### src/rtl/gte_microcode_sequencer_pkg.sv
// gte_seq_pkg: shared state encoding, COP2 command field positions and
// constants for the GTE microcode sequencer.
package gte_seq_pkg;

  // Default widths of the program counter and the cycle counter.
  localparam int PC_W_DEF  = 8;
  localparam int CNT_W_DEF = 6;

  // COP2 command word width and field bit positions.
  localparam int CMD_W   = 25;
  localparam int OPC_LSB = 0;
  localparam int OPC_MSB = 5;
  localparam int LM_BIT  = 10;
  localparam int CV_LSB  = 13;
  localparam int CV_MSB  = 14;
  localparam int VX_LSB  = 15;
  localparam int VX_MSB  = 16;
  localparam int MX_LSB  = 17;
  localparam int MX_MSB  = 18;
  localparam int SF_BIT  = 19;

  // MVMVA with cv=2 selects the hardware-bug microcode variant.
  localparam logic [5:0] OPC_MVMVA = 6'h12;
  localparam logic [1:0] CV_BUGGY  = 2'd2;

  typedef enum logic [1:0] {
    ST_IDLE = 2'd0,
    ST_EXEC = 2'd1,
    ST_PAD  = 2'd2
  } seq_state_e;

  // Command fields held for the datapath while a command runs.
  typedef struct packed {
    logic       sf;
    logic       lm;
    logic [1:0] mx;
    logic [1:0] vx;
    logic [1:0] cv;
  } cmd_fields_t;

  // True when the command selects the buggy MVMVA microcode slot.
  function automatic logic is_buggy_mvmva(input logic [5:0] opcode,
                                          input logic [1:0] cv);
    return (opcode == OPC_MVMVA) && (cv == CV_BUGGY);
  endfunction

endpackage

### src/rtl/gte_microcode_sequencer_if.sv
// gte_microcode_sequencer_if: COP2 command port plus microcode ROM and
// datapath control signals of the sequencer. The master side is the CPU/ROM
// environment, the slave side is the sequencer itself.
interface gte_microcode_sequencer_if #(
  parameter int PC_W = 8
);
  import gte_seq_pkg::*;

  logic              i_run;
  logic [CMD_W-1:0]  i_cmd;
  logic              i_stall;
  logic              i_ucLast;
  logic [PC_W-1:0]   o_pc;
  logic              o_ucValid;
  logic              o_sf;
  logic              o_lm;
  logic [1:0]        o_mx;
  logic [1:0]        o_vx;
  logic [1:0]        o_cv;
  logic              o_busy;
  logic              o_done;
  logic              o_overrun;
  logic              o_error;

  modport master (
    output i_run, i_cmd, i_stall, i_ucLast,
    input  o_pc, o_ucValid, o_sf, o_lm, o_mx, o_vx, o_cv,
           o_busy, o_done, o_overrun, o_error
  );

  modport slave (
    input  i_run, i_cmd, i_stall, i_ucLast,
    output o_pc, o_ucValid, o_sf, o_lm, o_mx, o_vx, o_cv,
           o_busy, o_done, o_overrun, o_error
  );

endinterface

### src/rtl/gte_microcode_sequencer_start.sv
// gte_microcode_sequencer_start: maps a GTE opcode to its microcode start
// address and official PS1 cycle count. Unassigned opcodes are NOP slots
// that share the program at 8'hFE and have an official count of 0.
module gte_microcode_sequencer_start
  import gte_seq_pkg::*;
(
  input  logic       isBuggyMVMVA,
  input  logic [5:0] Instruction,
  output logic [7:0] StartAddress,
  output logic [5:0] officialCycleCount
);

  // Opcode lookup table; buggy MVMVA runs from its own slot.
  always_comb begin
    StartAddress       = 8'hFE;
    officialCycleCount = 6'd0;
    case (Instruction)
      6'h01:     begin StartAddress = 8'h00; officialCycleCount = 6'd15; end // RTPS
      6'h06:     begin StartAddress = 8'h10; officialCycleCount = 6'd8;  end // NCLIP
      6'h0C:     begin StartAddress = 8'h18; officialCycleCount = 6'd6;  end // OP
      6'h10:     begin StartAddress = 8'h20; officialCycleCount = 6'd8;  end // DPCS
      6'h11:     begin StartAddress = 8'h28; officialCycleCount = 6'd8;  end // INTPL
      OPC_MVMVA: begin
        if (isBuggyMVMVA) begin
          StartAddress = 8'h38;
        end else begin
          StartAddress = 8'h30;
        end
        officialCycleCount = 6'd8;
      end
      6'h13:     begin StartAddress = 8'h40; officialCycleCount = 6'd19; end // NCDS
      6'h14:     begin StartAddress = 8'h50; officialCycleCount = 6'd13; end // CDP
      6'h16:     begin StartAddress = 8'h60; officialCycleCount = 6'd44; end // NCDT
      6'h1B:     begin StartAddress = 8'h80; officialCycleCount = 6'd17; end // NCCS
      6'h1C:     begin StartAddress = 8'h90; officialCycleCount = 6'd11; end // CC
      6'h1E:     begin StartAddress = 8'h98; officialCycleCount = 6'd14; end // NCS
      6'h20:     begin StartAddress = 8'hA0; officialCycleCount = 6'd30; end // NCT
      6'h28:     begin StartAddress = 8'hB8; officialCycleCount = 6'd5;  end // SQR
      6'h29:     begin StartAddress = 8'hC0; officialCycleCount = 6'd8;  end // DCPL
      6'h2A:     begin StartAddress = 8'hC8; officialCycleCount = 6'd17; end // DPCT
      6'h2D:     begin StartAddress = 8'hD8; officialCycleCount = 6'd5;  end // AVSZ3
      6'h2E:     begin StartAddress = 8'hE0; officialCycleCount = 6'd6;  end // AVSZ4
      6'h30:     begin StartAddress = 8'hE8; officialCycleCount = 6'd23; end // RTPT
      6'h3D:     begin StartAddress = 8'hF0; officialCycleCount = 6'd5;  end // GPF
      6'h3E:     begin StartAddress = 8'hF4; officialCycleCount = 6'd5;  end // GPL
      6'h3F:     begin StartAddress = 8'h70; officialCycleCount = 6'd39; end // NCCT
      default:   begin StartAddress = 8'hFE; officialCycleCount = 6'd0;  end // NOP slot
    endcase
  end

endmodule

### src/rtl/gte_microcode_sequencer.sv
// gte_microcode_sequencer: accepts one COP2 command, looks up its microcode
// start address and official cycle count, then steps the program counter
// through the external microcode ROM until the end-of-program bit.
// Build option PAD_CYCLES_EN: when defined, busy time is padded up to the
// official PS1 cycle count through an extra PAD state.
module gte_microcode_sequencer
  import gte_seq_pkg::*;
#(
  parameter int PC_W  = PC_W_DEF,
  parameter int CNT_W = CNT_W_DEF
) (
  input logic                      i_clk,
  input logic                      i_rst,
  gte_microcode_sequencer_if.slave bus
);

  localparam logic [PC_W-1:0]  PC_MAX  = {PC_W{1'b1}};
  localparam logic [PC_W-1:0]  PC_ONE  = {{(PC_W-1){1'b0}}, 1'b1};
  localparam logic [CNT_W-1:0] CNT_MAX = {CNT_W{1'b1}};
  localparam logic [CNT_W-1:0] CNT_ONE = {{(CNT_W-1){1'b0}}, 1'b1};

  seq_state_e       state_q,   state_d;
  logic [PC_W-1:0]  pc_q,      pc_d;
  logic [CNT_W-1:0] cnt_q,     cnt_d;
  cmd_fields_t      fields_q,  fields_d;
  logic             busy_q,    busy_d;
  logic             done_q,    done_d;
  logic             overrun_q, overrun_d;
  logic             error_q,   error_d;
`ifdef PAD_CYCLES_EN
  logic [CNT_W-1:0] cnt_target_q, cnt_target_d;
`endif

  logic [5:0]       opcode_s;
  cmd_fields_t      fields_in_s;
  logic             buggy_s;
  logic [7:0]       start_addr_s;
  logic [5:0]       official_cnt_s;
  logic [CNT_W-1:0] cnt_inc_s;
  logic             unused_s;

  // Command decode straight from the issue port.
  assign opcode_s    = bus.i_cmd[OPC_MSB:OPC_LSB];
  assign fields_in_s = {bus.i_cmd[SF_BIT], bus.i_cmd[LM_BIT],
                        bus.i_cmd[MX_MSB:MX_LSB], bus.i_cmd[VX_MSB:VX_LSB],
                        bus.i_cmd[CV_MSB:CV_LSB]};
  assign buggy_s     = is_buggy_mvmva(opcode_s, fields_in_s.cv);

  // Cycle counter sticks at all-ones instead of wrapping.
  assign cnt_inc_s = (cnt_q == CNT_MAX) ? cnt_q : (cnt_q + CNT_ONE);

  gte_microcode_sequencer_start u_start (
    .isBuggyMVMVA       (buggy_s),
    .Instruction        (opcode_s),
    .StartAddress       (start_addr_s),
    .officialCycleCount (official_cnt_s)
  );

  // Command word bits with no meaning to the sequencer.
`ifdef PAD_CYCLES_EN
  assign unused_s = ^{bus.i_cmd[24:20], bus.i_cmd[12:11], bus.i_cmd[9:6]};
`else
  assign unused_s = ^{bus.i_cmd[24:20], bus.i_cmd[12:11], bus.i_cmd[9:6],
                      official_cnt_s};
`endif

  // Next-state, program counter, counter and pulse computation.
  always_comb begin
    state_d   = state_q;
    pc_d      = pc_q;
    cnt_d     = cnt_q;
    fields_d  = fields_q;
    error_d   = error_q;
    done_d    = 1'b0;
    overrun_d = 1'b0;
`ifdef PAD_CYCLES_EN
    cnt_target_d = cnt_target_q;
`endif
    case (state_q)
      ST_IDLE: begin
        if (bus.i_run) begin
          fields_d = fields_in_s;
          pc_d     = PC_W'(start_addr_s);
          cnt_d    = CNT_ONE;
          error_d  = 1'b0;
          state_d  = ST_EXEC;
`ifdef PAD_CYCLES_EN
          cnt_target_d = CNT_W'(official_cnt_s);
`endif
        end else begin
          state_d = ST_IDLE;
        end
      end
      ST_EXEC: begin
        overrun_d = bus.i_run;
        if (!bus.i_stall) begin
          cnt_d = cnt_inc_s;
          if (bus.i_ucLast) begin
`ifdef PAD_CYCLES_EN
            // A zero official count never exceeds cnt, so NOP slots skip PAD.
            if (cnt_q < cnt_target_q) begin
              state_d = ST_PAD;
            end else begin
              state_d = ST_IDLE;
              done_d  = 1'b1;
            end
`else
            state_d = ST_IDLE;
            done_d  = 1'b1;
`endif
          end else if (pc_q == PC_MAX) begin
            // Runaway program: abort rather than wrap the PC.
            error_d = 1'b1;
            done_d  = 1'b1;
            state_d = ST_IDLE;
          end else begin
            pc_d = pc_q + PC_ONE;
          end
        end else begin
          state_d = ST_EXEC;
        end
      end
      ST_PAD: begin
`ifdef PAD_CYCLES_EN
        overrun_d = bus.i_run;
        if (!bus.i_stall) begin
          cnt_d = cnt_inc_s;
          if (cnt_q == cnt_target_q) begin
            state_d = ST_IDLE;
            done_d  = 1'b1;
          end else begin
            state_d = ST_PAD;
          end
        end else begin
          state_d = ST_PAD;
        end
`else
        state_d = ST_IDLE;
`endif
      end
      default: begin
        state_d = ST_IDLE;
      end
    endcase
    busy_d = (state_d != ST_IDLE);
  end

  // State and datapath registers with synchronous reset.
  always_ff @(posedge i_clk) begin
    if (i_rst) begin
      state_q   <= ST_IDLE;
      pc_q      <= {PC_W{1'b0}};
      cnt_q     <= {CNT_W{1'b0}};
      fields_q  <= '0;
      busy_q    <= 1'b0;
      done_q    <= 1'b0;
      overrun_q <= 1'b0;
      error_q   <= 1'b0;
`ifdef PAD_CYCLES_EN
      cnt_target_q <= {CNT_W{1'b0}};
`endif
    end else begin
      state_q   <= state_d;
      pc_q      <= pc_d;
      cnt_q     <= cnt_d;
      fields_q  <= fields_d;
      busy_q    <= busy_d;
      done_q    <= done_d;
      overrun_q <= overrun_d;
      error_q   <= error_d;
`ifdef PAD_CYCLES_EN
      cnt_target_q <= cnt_target_d;
`endif
    end
  end

  assign bus.o_pc      = pc_q;
  assign bus.o_ucValid = (state_q == ST_EXEC) && !bus.i_stall;
  assign bus.o_sf      = fields_q.sf;
  assign bus.o_lm      = fields_q.lm;
  assign bus.o_mx      = fields_q.mx;
  assign bus.o_vx      = fields_q.vx;
  assign bus.o_cv      = fields_q.cv;
  assign bus.o_busy    = busy_q;
  assign bus.o_done    = done_q;
  assign bus.o_overrun = overrun_q;
  assign bus.o_error   = error_q;

endmodule

### src/flat_wrapper.sv
// flat-port wrapper written by rule: the top's interface ports become plain ports
module gte_microcode_sequencer_flat import gte_seq_pkg::*;
#(
  parameter int PC_W  = PC_W_DEF,
  parameter int CNT_W = CNT_W_DEF
)
  (i_clk, i_rst, bus_i_run, bus_i_cmd, bus_i_stall, bus_i_ucLast, bus_o_pc, bus_o_ucValid, bus_o_sf, bus_o_lm, bus_o_mx, bus_o_vx, bus_o_cv, bus_o_busy, bus_o_done, bus_o_overrun, bus_o_error);
  gte_microcode_sequencer_if #(.PC_W(PC_W)) bus_i ();
  input logic i_clk;
  input logic i_rst;
  input wire logic [$bits(bus_i.i_run)-1:0] bus_i_run;
  input wire logic [$bits(bus_i.i_cmd)-1:0] bus_i_cmd;
  input wire logic [$bits(bus_i.i_stall)-1:0] bus_i_stall;
  input wire logic [$bits(bus_i.i_ucLast)-1:0] bus_i_ucLast;
  output wire logic [$bits(bus_i.o_pc)-1:0] bus_o_pc;
  output wire logic [$bits(bus_i.o_ucValid)-1:0] bus_o_ucValid;
  output wire logic [$bits(bus_i.o_sf)-1:0] bus_o_sf;
  output wire logic [$bits(bus_i.o_lm)-1:0] bus_o_lm;
  output wire logic [$bits(bus_i.o_mx)-1:0] bus_o_mx;
  output wire logic [$bits(bus_i.o_vx)-1:0] bus_o_vx;
  output wire logic [$bits(bus_i.o_cv)-1:0] bus_o_cv;
  output wire logic [$bits(bus_i.o_busy)-1:0] bus_o_busy;
  output wire logic [$bits(bus_i.o_done)-1:0] bus_o_done;
  output wire logic [$bits(bus_i.o_overrun)-1:0] bus_o_overrun;
  output wire logic [$bits(bus_i.o_error)-1:0] bus_o_error;
  assign bus_i.i_run = bus_i_run;
  assign bus_i.i_cmd = bus_i_cmd;
  assign bus_i.i_stall = bus_i_stall;
  assign bus_i.i_ucLast = bus_i_ucLast;
  assign bus_o_pc = bus_i.o_pc;
  assign bus_o_ucValid = bus_i.o_ucValid;
  assign bus_o_sf = bus_i.o_sf;
  assign bus_o_lm = bus_i.o_lm;
  assign bus_o_mx = bus_i.o_mx;
  assign bus_o_vx = bus_i.o_vx;
  assign bus_o_cv = bus_i.o_cv;
  assign bus_o_busy = bus_i.o_busy;
  assign bus_o_done = bus_i.o_done;
  assign bus_o_overrun = bus_i.o_overrun;
  assign bus_o_error = bus_i.o_error;
  gte_microcode_sequencer #(.PC_W(PC_W), .CNT_W(CNT_W)) u_core (.i_clk(i_clk), .i_rst(i_rst), .bus(bus_i));
endmodule
### config.mk
export PLATFORM = sky130hd
export DESIGN_NAME = gte_microcode_sequencer_flat
export DESIGN_NICKNAME = d
export VERILOG_FILES = /design/src/rtl/gte_microcode_sequencer_pkg.sv /design/src/rtl/gte_microcode_sequencer_if.sv /design/src/rtl/gte_microcode_sequencer_start.sv /design/src/rtl/gte_microcode_sequencer.sv /design/src/flat_wrapper.sv
export SDC_FILE = /design/constraint.sdc
export NUM_CORES = 1
export LEC_CHECK = 0
export BUFFER_PORTS_ARGS = -buffer_cell sky130_fd_sc_hd__buf_2
export CAP_MARGIN = 10
export CORE_MARGIN = 1.5
export CORE_UTILIZATION = 40
export DETAILED_ROUTE_END_ITERATION = 12
export PLACE_DENSITY = 0.77
export SYNTH_ARGS = -nofsm -noshare
export SYNTH_HDL_FRONTEND = slang
export SYNTH_SLANG_ARGS = --single-unit
export TNS_END_PERCENT = 100
### constraint.sdc
create_clock -name i_clk -period 2.1 [get_ports i_clk]
set_clock_uncertainty 0.05 [all_clocks]
set_input_delay 0.21 -clock i_clk [delete_from_list [all_inputs] [get_ports i_clk]]
set_output_delay 0.21 -clock i_clk [all_outputs]
set_load 0.02 [all_outputs]
Yosys cells after proc, flatten, opt, wreduce, memory -nomap -nowiden
Index checks and enable logic that the tools add are counted.
W data, S select, Z words.

word-level totals
  logic and storage cells = 73
  bits of input ports = 30
  output and inout port bits = 21
  flip-flop bits (word level) = 22

operators by class
  reductions and logical operators = 11
  add/subtract/negate cells = 1
  eq/ne operators = 30
  mux-type cells = 19
  bitwise operators = 1

operator list
  kind                   number
  $pmux W8 S22           1
  $eq A6 B6 Y1 const B   10
  $eq A6 B5 Y1 const B   9
  $mux W8                4
  $pmux W8 S2            1
  $reduce_and A5 Y1      2
  $add A8 B1 Y8 const B  1
  $eq A8 B8 Y1 const B   1
  $ne A2 B2 Y1 const B   4
  $mux W1                7
  $eq A6 B1 Y1 const B   1
  $eq A6 B3 Y1 const B   1
  $eq A6 B4 Y1 const B   1
  $mux W2                3
  $mux W4                1
  $pmux W2 S2            1
  $reduce_bool A2 Y1     2
  $reduce_or A3 Y1       1
  $eq A2 B1 Y1 const B   1
  $eq A2 B2 Y1 const B   1
  $logic_and A1 B1 Y1    2
  $logic_not A2 Y1       1
  $ne A2 B1 Y1 const B   1
  $pmux W1 S2            1
  other kinds (4)        4

Longest topological paths before layout
Gate-level depths: netlist of the first run.

  depth in word-level cells = 6
  depth in mapped cells = 8
  gate-level depth less buffers = 6

By module
A second synthesis of the first run with hierarchy kept.

unflattened totals
  cell total of the unflattened synthesis = 280
  area, all modules = 1,946.9 um^2

by module, submodules not included
  module                         sequential area each (um^2)  times used  area each (um^2)  cells each
  gte_microcode_sequencer        440.4                        1           1,066.0           132
  gte_microcode_sequencer_start  0.0                          1           880.8             148

Worst setup path before layout of the first run
Ideal clock, no wire load.

  path kind = reg-to-reg
  start point = register u_core.pc_q[0], in the netlist u_core.bus.o_pc[0]
  end point = register u_core.state_q[0]
  stages on the path, launching flop included = 7
  path slack = 0.478 ns
  arrival = 1.439 ns
  data required time = 1.916 ns
  clock period less this slack = 1.622 ns
  buffers on the path = 1
  setup time = 0.134 ns
  cells stage by stage = dfxtp_1 ha_1 and3_1 clkbuf_1 nor2_1 o21ai_0 a21oi_1

on the way
  word-level cells in the longest chain between the ends = 5

RTL lines
  item                    line                            text
  from (decl)             gte_microcode_sequencer.sv:23   logic [PC_W-1:0] pc_q, pc_d;
  from (signal assigned)  gte_microcode_sequencer.sv:152  pc_q <= {PC_W{1'b0}};
  from (signal assigned)  gte_microcode_sequencer.sv:164  pc_q <= pc_d;
  $eq A8 B8 Y1            gte_microcode_sequencer.sv:111  end else if (pc_q == PC_MAX) begin
  $mux W2                 gte_microcode_sequencer.sv:111
  $mux W2                 gte_microcode_sequencer.sv:98   if (bus.i_ucLast) begin
  $mux W2                 gte_microcode_sequencer.sv:96   if (!bus.i_stall) begin
  $pmux W2 S2             gte_microcode_sequencer.sv:79   case (state_q)
  to (signal assigned)    gte_microcode_sequencer.sv:163  state_q <= state_d;
  to (decl)               gte_microcode_sequencer.sv:22   seq_state_e state_q, state_d;

No other way between the ends.
A chain may end at the register's enable or synchronous reset.

Worst setup path after layout of the first run
  start point = register u_core.state_q[0]
  end point = register u_core.pc_q[6], in the netlist u_core.bus.o_pc[6]

on the way
  word-level cells in the longest chain between the ends = 3
  elaborated cells on any way between the ends = 9
  those cells by class = eq/ne: 5; mux: 1; reduce/logical: 3

RTL lines
  item                                                                        line
  $eq A2 B1 Y1 / $logic_not A2 Y1 (equally long branches)                     gte_microcode_sequencer.sv:79
  $ne A2 B2 Y1 (no source line) / $reduce_bool A2 Y1 (equally long branches)  n/a
  $reduce_and A5 Y1 (no source line)                                          n/a

Several ways; a longest one is shown, not always the timed one.

==> metrics.csv, run 1 <==
stage,metric,value,unit
run_status,status,completed,
global_routing,track_usage,20.0,%
flow_run,maxCapViolCount,0,
min_path,min_path_type,input pin to flop,
cts,root_buffer,clkbuf_8,
floorplanning,die_h,65.4,µm
detailed_routing,wirelength,4020,µm
detailed_routing,drt-initial-drc-count,109,
setup_path,cp_slowest_stage_delay,350,ps
cts,clock_latency,260,ps
setup_path,crit_cells,5,
setup_path,crit_path_end_kind,flop,
detailed_routing,vias_per_cell,5.84,
cts,clock_path_buffers,2,
logic_synthesis,yosysMostFrequentCell,nand2_1,
cts,cts_sinks,22,
pwr,vdd_drop_max,0.396,mV
setup_path,critPathLaunch,u_core.state_q[0],
logic_synthesis,synthTopCellsByArea,"dfxtp_1, nand2_1, a21oi_1",
sta,fin_setup_tns,0,ps
cts,post_cts_resized,0,
logic_synthesis,ys_seq_elements,22,
logic_synthesis,synthCells,210,
cts,cts_setup_buffers,0,
sta,fin_crit_sh,85.3,%
cts,tritoncts,built,
logic_synthesis,synth_top_area_share,28.3,%
floorplanning,boundaryPins,51,
setup_path,crit_chain,or3b_1 -> a21oi_1 -> nand2_1 -> a221oi_1 -> o32ai_1,
sta,setup_viol,0,
logic_synthesis,synth_fp_nets,241,
setup_path,cp_slowest_cell,dfxtp_1,
placed_design,hpwl,2880,µm
floorplanning,die_w,65.4,µm
sta,finalCriticalPeriod,1790,ps
setup_path,cp_top_family,compound AO/OA/AOI/OAI gates,
global_routing,grt_max_degree,25,
cts,clk_pin_slew,80,ps
logic_synthesis,syn_avg_cell_area,7.41,µm²
logic_synthesis,seq_area_frac_synth,28.3,%
setup_path,startpoint_type,flop,
sta,fin_ws,310,ps
setup_path,worstSetupPathType,flop to flop,
cells_and_area,fill_cells,371,
detailed_routing,first_pass_iters,4,
global_routing,grt_overflow,0,
pwr,power_density,611,nW/µm²
cts,cts_made_buffers,3,
sta,hold_violations,0,
logic_synthesis,synth_common_cells,"nand2_1, dfxtp_1, a21oi_1",
cells_and_area,drive_above_1_share,22.8,%
cts,h-tree-depth,1,
floorplanning,die_area,4270,µm²
setup_path,cp.required,2180,ps
logic_synthesis,yosys.area.top_type,dfxtp_1,
global_routing,antenna_found_initial,0,
global_routing,grt_pass1_vias,1499,
setup_path,path_max_fanout,5,
cells_and_area,nets,273,
logic_synthesis,ys.flop_type,dfxtp_1,
detailed_routing,postRouteAntennaNets,0,
placed_design,place_worst_setup_slack,239,ps
logic_synthesis,synth-edff-count,0,
cells_and_area,n_antenna_cell,0,
sta,clock.fmax,0.559,GHz
setup_path,r2r-start,u_core.state_q[0],
sta,slew-limit-headroom,63.0,%
cts,cts_hold_buf,0,
setup_path,endpoint,u_core.bus.o_pc[6],
sta,rsz0062_at_grt,no,
setup_path,worstRegToRegCells,5,
setup_path,worstPathArrival,1870,ps
floorplanning,coreArea,3690,µm²
pwr,power_leakage,0.000752,µW
global_routing,grt_pass1_wl,6840,µm
detailed_routing,drc,0,
logic_synthesis,synth_area,1560,µm²
detailed_routing,vias,1688,
sta,slew_violations,0,
setup_path,path_buf_inv,0,
setup_path,ff2ff_setup_slack,310,ps
logic_synthesis,yosys_warnings,0,
logic_synthesis,synth_cell_types,52,
detailed_routing,wl_per_cell,13.9,µm
floorplanning,initial_utilization,42.2,%
floorplanning,rows,22,
setup_path,reg2reg_to,u_core.bus.o_pc[6],
cells_and_area,area_growth,18.6,%
sta,worst_pin_slew,554,ps
placed_design,gp_congestion,0.883,
logic_synthesis,async_flop_share,0,%
placed_design,io_buffers,39,
worst min path at each step:
stage | startpoint | endpoint | slack (ps) | cells past startpoint
floorplan | bus_i_stall | u_core.bus.o_done | 240 | 1
global placement | bus_i_stall | u_core.bus.o_done | 380 | 2
detailed placement | bus_i_stall | u_core.bus.o_done | 380 | 2
CTS | bus_i_stall | u_core.bus.o_done | 100 | 2
global route | bus_i_stall | u_core.bus.o_done | 100 | 2
finish | bus_i_stall | u_core.bus.o_done | 110 | 2
logic make-up after synthesis:
logic type / Yosys count / synth area share, %
and+or+nand+nor: 97 / 32.6
AOI/OAI and AO/OA: 64 / 29.7
DFF: 22 / 28.3
buffers and inverters: 22 / 6.51
muxes: 2 / 1.29
adders and majority gates: 1 / 0.804
other: 1 / 0.241
xor gates and xnor gates: 1 / 0.563
power breakdown:
part | switching, µW | internal, µW
Combinational | 165 | 103
Sequential | 24.7 | 442
Clock | 139 | 255
Total | 328 | 800
registers in the layout, summed over array words and instances, names as in the netlist:
| register | count |
|---|---|
| u_core.bus.o_pc | 8 |
| u_core.bus.o_cv | 2 |
| u_core.bus.o_mx | 2 |
| u_core.bus.o_vx | 2 |
| u_core.state_q | 2 |
| u_core.bus.o_busy | 1 |
| u_core.bus.o_done | 1 |
| u_core.bus.o_error | 1 |
| u_core.bus.o_lm | 1 |
| u_core.bus.o_overrun | 1 |
| u_core.bus.o_sf | 1 |
layout make-up:
class                      instances  area, µm²  share of cell area [%]
multi-input combinational        166       1010                    55.0
sequential                        22        440                    23.9
inverter                           3       11.3                   0.610
timing repair buffer              46        248                    13.4
tap                               48       60.1                    3.25
clock buffer                       3       41.3                    2.24
clock inverter                     1       30.0                    1.63
stage by stage:
step                power, µW  hold slack, ps  instance area, µm²  util (%)  instances
floorplan                 659             239                1560         -        210
global placement          736             382                1770      48.1        285
detailed placement        740             377                1770      48.1        285
CTS                      1130            97.1                1850      50.0        289
global route             1190             103                1850      50.0        289
finish                   1130             105                1850      50.0        289
routing by layer:
layer / up-vias / track usage, % / share of wire (%)
met2: 59 / 32.8 / 47
met5: - / 0 / 0
met4: 0 / 7.29 / 2.4
met3: 12 / 3.60 / 5.3
met1: 778 / 26.1 / 46
li1: 839 / - / -
placed cells by master (no fill, tap or decap), types with 2 or more instances in the layout:
master	count
a211oi_1	4
nor2b_1	4
nand4_1	2
dfxtp_1	22
nor3_1	3
nor4_1	4
a21oi_1	18
o221ai_1	2
clkbuf_8	3
mux2i_1	2
o21ai_0	7
o32ai_1	2
inv_1	3
or3_1	3
o31ai_1	5
o2111ai_1	2
and3_1	6
or2_1	2
nand2_1	29
a32oi_1	2
o21a_1	3
nor2_1	15
and2_1	2
buf_4	7
nand4b_1	2
o21ai_1	2
o22ai_1	5
nand3_1	8
buf_2	39
nor4b_1	2
nand2b_1	9
No activity file was read; power rests on OpenSTA's default activity.
==> run 2: changes to the inputs <==
- BUFFER_PORTS_ARGS: -buffer_cell sky130_fd_sc_hd__buf_2 -> not set
- DONT_BUFFER_PORTS: not set -> 1
- PLACE_DENSITY: 0.77 -> 0.65
==> run 2 against run 1 <==
Against the previous run:
- cell area is 8.7% lower
- sequential power is 1% higher
- global-route usage is 0.75 points lower
- clock-buffer cell count stayed put
- critical endpoint unchanged
- power is 4.7% lower
- sequential share of layout area is 2.3 points higher
- final cell count is 12% lower
- largest cell class unchanged
==> metrics.csv, run 2 (synthesized netlist as in run 1, its figures left out) <==
stage,metric,value,unit,change
cts,root_buffer,clkbuf_8,,unchanged
setup_path,path_max_fanout,5,,unchanged
detailed_routing,vias,1548,,was 1688
setup_path,path_buf_inv,0,,unchanged
cells_and_area,final_common_cell,nand2_1,,was buf_2
floorplanning,boundaryPins,51,,unchanged
floorplanning,die_area,4270,µm²,unchanged
detailed_routing,dr_wl_met2,1880,µm,was 1870 µm
sta,fin_setup_tns,0,ps,unchanged
cells_and_area,largest_register_ffs,8,,unchanged
setup_path,cp_top_family,compound AO/OA/AOI/OAI gates,,unchanged
sta,slew_violations,0,,unchanged
global_routing,grt_pass1_wl,6570,µm,was 6840 µm
global_routing,grt_pass1_vias,1412,,was 1499
pwr,power_density,638,nW/µm²,was 611 nW/µm²
placed_design,place_worst_setup_slack,395,ps,was 239 ps
cts,tritoncts,built,,unchanged
sta,fin_crit_sh,83.0,%,was 85.3%
sta,clock.fmax,0.574,GHz,was 0.559 GHz
sta,holdWs,19.2,ps,was 105 ps
cells_and_area,area_growth,8.28,%,was 18.6%
setup_path,cp_slowest_stage_delay,360,ps,was 350 ps
setup_path,worstSetupPathType,flop to flop,,unchanged
min_path,min_path_type,input pin to flop,,unchanged
sta,finalCriticalPeriod,1740,ps,was 1790 ps
sta,setup_viol,0,,unchanged
floorplanning,initial_utilization,42.2,%,unchanged
detailed_routing,drt-initial-drc-count,69,,was 109
pwr,power_leakage,0.000592,µW,was 0.000752 µW
global_routing,grt_max_degree,28,,was 25
placed_design,place_inst,248,,was 285
global_routing,antenna_found_initial,0,,unchanged
setup_path,crit_chain,or3b_1 -> a21oi_1 -> nand2_1 -> a221oi_1 -> o32ai_1,,unchanged
flow_run,maxCapViolCount,0,,unchanged
placed_design,io_buffers,0,,was 39
global_routing,grt_overflow,0,,unchanged
detailed_routing,drc,0,,unchanged
cts,clk_pin_slew,80,ps,about the same
floorplanning,die_h,65.4,µm,unchanged
cells_and_area,drive_above_1_share,8.74,%,was 22.8%
detailed_routing,route.met3.wl,278,µm,was 212 µm
sta,worst_pin_slew,709,ps,was 554 ps
setup_path,cp_slowest_cell,dfxtp_1,,unchanged
detailed_routing,dr.max_layer_used,met4,,unchanged
setup_path,crit_path_end_kind,flop,,unchanged
detailed_routing,postRouteAntennaNets,0,,unchanged
cts,clock_latency,270,ps,was 260 ps
detailed_routing,first_pass_iters,4,,unchanged
run_status,status,completed,,unchanged
detailed_routing,vias_per_cell,6.09,,was 5.84
sta,rsz0062_at_grt,no,,unchanged
floorplanning,coreArea,3690,µm²,unchanged
cts,cts_sinks,22,,unchanged
cells_and_area,n_antenna_cell,0,,unchanged
setup_path,cp.required,2170,ps,was 2180 ps
floorplanning,rows,22,,unchanged
sta,slew-limit-headroom,52.5,%,was 63.0%
pwr,vdd_drop_max,0.438,mV,was 0.396 mV
global_routing,track_usage,19.2,%,was 20.0%
detailed_routing,wirelength_met1,1760,µm,was 1840 µm
pwr,finalPower,1070,µW,was 1130 µW
setup_path,startpoint_type,flop,,unchanged
cells_and_area,most-common-layout-cells,"nand2_1, dfxtp_1, a21oi_1",,"was buf_2, nand2_1, dfxtp_1"
cts,h-tree-depth,1,,unchanged
cells_and_area,finalNonFillerCells,254,,was 289
cts,cts_made_buffers,3,,unchanged
sta,fin_ws,356,ps,was 310 ps
placed_design,hpwl,2770,µm,was 2880 µm
floorplanning,die_w,65.4,µm,unchanged
cts,cts_setup_buffers,0,,unchanged
setup_path,worstPathArrival,1810,ps,was 1870 ps
detailed_routing,wl_per_cell,15.5,µm,was 13.9 µm
sta,hold_violations,0,,unchanged
cells_and_area,nets,238,,was 273
cts,clock_path_buffers,2,,unchanged
detailed_routing,wirelength,3950,µm,was 4020 µm
placed_design,gp_congestion,0.882,,was 0.883
[run 2: worst paths after layout]
path	start	to	slack [ps]	depth (start not counted)
worst max-delay path	u_core.state_q[0]	u_core.bus.o_pc[6]	360	5
worst min-delay path	bus_i_cmd[18]	u_core.bus.o_mx[1]	20	2
worst max register to register	u_core.state_q[0]	u_core.bus.o_pc[6]	360	5
worst min register to register	u_core.bus.o_mx[1]	u_core.bus.o_mx[1]	510	2
[run 2: power by group]
part           switching, µW  internal, µW
Sequential              31.0           442
Clock                    145           255
Combinational            114          87.5
Total                    290           785
[run 2: routing by layer]
layer | track usage, % | vias up
li1 | - | 770
met1 | 26.6 | 724
met2 | 29.7 | 49
met3 | 5.14 | 5
met4 | 4.69 | 0
met5 | 0 | -
[run 2: repair_timing]
action | 4_1_cts | 5_1_grt
hold buffers | 2 | 0
gates resized for setup | 0 | 0
hold endpoints to repair | 18 | 0
[run 2: final cells by class]
| type | count | area (µm²) |
|---|---|---|
| Sequential cell | 22 | 440 |
| Timing Repair Buffer | 11 | 87.6 |
| Fill cell | 392 | 2000 |
| Clock buffer | 3 | 41.3 |
| Clock inverter | 1 | 30.0 |
| Multi-Input combinational cell | 166 | 1010 |
| Tap cell | 48 | 60.1 |
| Inverter | 3 | 11.3 |
[run 2: stage by stage]
step	area, µm²	util, %
2_1_floorplan	1560	-
3_3_place_gp	1590	43.2
3_5_place_dp	1590	43.2
4_1_cts	1690	45.7
5_1_grt	1690	45.7
6_report	1690	45.7
==> run 3: changes to the inputs <==
- PLACE_DENSITY: 0.65 -> 0.67
- clock period: 2.1 -> 1.6 ns (I/O delays scaled with it)
==> run 3 against run 2 <==
Against the previous run:
- the flow now finishes with violations (negative hold slack, negative setup slack)
- sequential cell count stayed put
- wire length is 12% higher
- clock power is 34% higher
- cell area is 16% higher
- highest routed layer unchanged
==> metrics.csv, run 3 (synthesized netlist as in run 1, its figures left out) <==
stage,metric,value,unit,change
floorplanning,rows,22,,unchanged
placed_design,gp_congestion,0.899,,was 0.882
cts,cts_hold_buf,2,,unchanged
detailed_routing,first_pass_iters,4,,unchanged
placed_design,io_buffers,0,,unchanged
pwr,switching_power,421,µW,was 290 µW
global_routing,track_usage,19.9,%,was 19.2%
setup_path,crit_chain,or3b_4 -> a21oi_4 -> buf_6 -> o21ai_1 -> a32o_1,,was or3b_1 -> a21oi_1 -> nand2_1 -> a221oi_1 -> o32ai_1
sta,finalCriticalPeriod,1670,ps,was 1740 ps
setup_path,endpoint,u_core.bus.o_pc[4],,was u_core.bus.o_pc[6]
pwr,pwr-share-seq,40.7,%,was 44.0%
global_routing,grt_max_degree,28,,unchanged
placed_design,place_inst,265,,was 248
detailed_routing,wl_per_cell,16.2,µm,was 15.5 µm
floorplanning,die_w,65.4,µm,unchanged
run_status,status,finished with violations,,was completed
cells_and_area,multi_input_area,1120,µm²,was 1010 µm²
pwr,p_comb_share,23.6,%,was 18.8%
global_routing,grt_pass1_vias,1503,,was 1412
floorplanning,boundaryPins,51,,unchanged
global_routing,antenna_found_initial,0,,unchanged
cells_and_area,fin_util,53.1,%,was 45.7%
run_status,violations,"negative hold slack, negative setup slack",,
global_routing,grt_overflow,0,,unchanged
sta,hold_violations,18,,was 0
cells_and_area,nets,257,,was 238
sta,fin_crit_sh,104,%,was 83.0%
pwr,swShare,28.0,%,was 27.0%
setup_path,crit_path_end_kind,flop,,unchanged
floorplanning,die_area,4270,µm²,unchanged
setup_path,cp_slowest_stage_delay,380,ps,was 360 ps
detailed_routing,vias_per_cell,6.05,,was 6.09
sta,holdWs,-107,ps,was 19.2 ps
cells_and_area,fin_area,1960,µm²,was 1690 µm²
detailed_routing,wirelength,4420,µm,was 3950 µm
setup_path,reg2reg_to,u_core.bus.o_pc[4],,was u_core.bus.o_pc[6]
cells_and_area,seq_area,444,µm²,was 440 µm²
min_path,min_path_type,input pin to flop,,unchanged
setup_path,ff2ff_setup_slack,-70,ps,was 360 ps
cts,h-tree-depth,1,,unchanged
sta,clock.fmax,0.600,GHz,was 0.574 GHz
cts,clock_path_buffers,2,,unchanged
cells_and_area,area_growth,25.8,%,was 8.28%
setup_path,critPathLaunch,u_core.state_q[0],,unchanged
placed_design,placed_cell_area,1720,µm²,was 1590 µm²
setup_path,cp_slowest_cell,or3b_4,,was dfxtp_1
pwr,p_int,1090,µW,was 785 µW
detailed_routing,vias,1651,,was 1548
pwr,vdd_drop_max,0.560,mV,was 0.438 mV
cells_and_area,n_antenna_cell,0,,unchanged
sta,rsz0062_at_grt,yes,,was no
cts,clk_pin_slew,90,ps,was 80 ps
floorplanning,coreArea,3690,µm²,unchanged
cells_and_area,largest_register_ffs,8,,unchanged
cts,clock_latency,270,ps,about the same
sta,slew-limit-headroom,65.6,%,was 52.5%
setup_path,path_max_fanout,5,,unchanged
detailed_routing,drc,0,,unchanged
min_path,hold-path-cell-count,1,,was 2
setup_path,startpoint_type,flop,,unchanged
cts,cts_sinks,22,,unchanged
sta,setup_viol,4,,was 0
cells_and_area,finalNonFillerCells,273,,was 254
sta,slew_violations,0,,unchanged
sta,worst_pin_slew,516,ps,was 709 ps
cells_and_area,drive_above_1_share,25.3,%,was 8.74%
sta,fin_ws,-66.1,ps,was 356 ps
pwr,power_leakage,0.000714,µW,was 0.000592 µW
cts,tritoncts,built,,unchanged
flow_run,maxCapViolCount,0,,unchanged
setup_path,worstPathArrival,1790,ps,was 1810 ps
cells_and_area,most-common-layout-cells,"nand2_1, buf_4, dfxtp_1",,"was nand2_1, dfxtp_1, a21oi_1"
setup_path,r2r-start,u_core.state_q[0],,unchanged
cells_and_area,fill_cells,361,,was 392
placed_design,hpwl,2850,µm,was 2770 µm
floorplanning,initial_utilization,42.2,%,unchanged
global_routing,grt_pass1_wl,6900,µm,was 6570 µm
setup_path,worstSetupPathType,flop to flop,,unchanged
detailed_routing,postRouteAntennaNets,0,,unchanged
pwr,pwr-share-clk,35.7,%,was 37.2%
cts,root_buffer,clkbuf_8,,unchanged
setup_path,cp.required,1720,ps,was 2170 ps
cts,cts_made_buffers,3,,unchanged
setup_path,worstRegToRegCells,5,,unchanged
detailed_routing,drt-initial-drc-count,66,,was 69
cells_and_area,final_common_cell,nand2_1,,unchanged
placed_design,place_worst_setup_slack,-34.2,ps,was 395 ps
pwr,power_density,769,nW/µm²,was 638 nW/µm²
floorplanning,die_h,65.4,µm,unchanged
[run 3: cell count changes in the layout (fill, tap and decap cells not counted), moves of 2 or more]
cell | previous run | this run
a21oi_2 | 0 | 2
o32ai_2 | 0 | 2
buf_4 | 9 | 25
buf_6 | 0 | 2
dfxtp_2 | 0 | 3
dfxtp_1 | 22 | 19
nor4_1 | 4 | 2
a21oi_1 | 18 | 15
o32ai_1 | 2 | 0
nor4_2 | 0 | 2
[run 3: critical path, delay by kind of cell (launching register included)]
| kind | cells | cell delay (ps) |
|---|---|---|
| buf+inv | 1 | 170 |
| simple gates | 1 | 380 |
| flops | 1 | 330 |
| compound gates | 3 | 640 |
[run 3: routing by layer]
metal  track usage (%)  vias up  routed length (µm)
met2              29.7       51                2080
met5                 0        -                   0
li1                  -      806                   -
met1              27.8      786                1980
met4              5.99        0                  78
met3              5.31        8                 282
[run 3: worst min-delay path by stage]
stage / startpoint / slack [ps] / to
after CTS: i_rst / -110 / u_core.bus.o_pc[0]
after floorplan: bus_i_stall / 190 / u_core.bus.o_done
after global placement: i_rst / 180 / u_core.bus.o_pc[0]
after detailed placement: i_rst / 180 / u_core.bus.o_pc[0]
after global routing: i_rst / -120 / u_core.state_q[0]
final: i_rst / -110 / u_core.state_q[0]
[run 3: metrics by stage]
step	total power [µW]	setup TNS (ps)
after floorplan	865	0
after global placement	919	-33.2
after detailed placement	923	-90.2
after CTS	1450	-56.0
after global routing	1560	-675
final	1510	-92.7
[run 3: area by class of cell]
class | instances | share of cell area [%]
sequential | 22 | 22.7
clock inverter | 1 | 1.53
inverter | 3 | 0.575
tap | 48 | 3.07
timing repair buffer | 30 | 12.8
multi-input combinational | 166 | 57.3
clock buffer | 3 | 2.11
[run 3: power groups by stage]
stage | clock network [µW] | registers [µW] | logic, µW
after floorplan | 0 | 657 | 208
after global placement | 0 | 626 | 294
after global routing | 561 | 618 | 385
after detailed placement | 0 | 626 | 297
after CTS | 535 | 613 | 304
final | 538 | 614 | 355
[run 3: what timing repair did]
item,4_1_cts,5_1_grt
pin swaps,0,7
endpoints found under the hold margin,19,18
buffers inserted,0,2
endpoints found under the setup margin,6,18
gates resized for setup,1,23
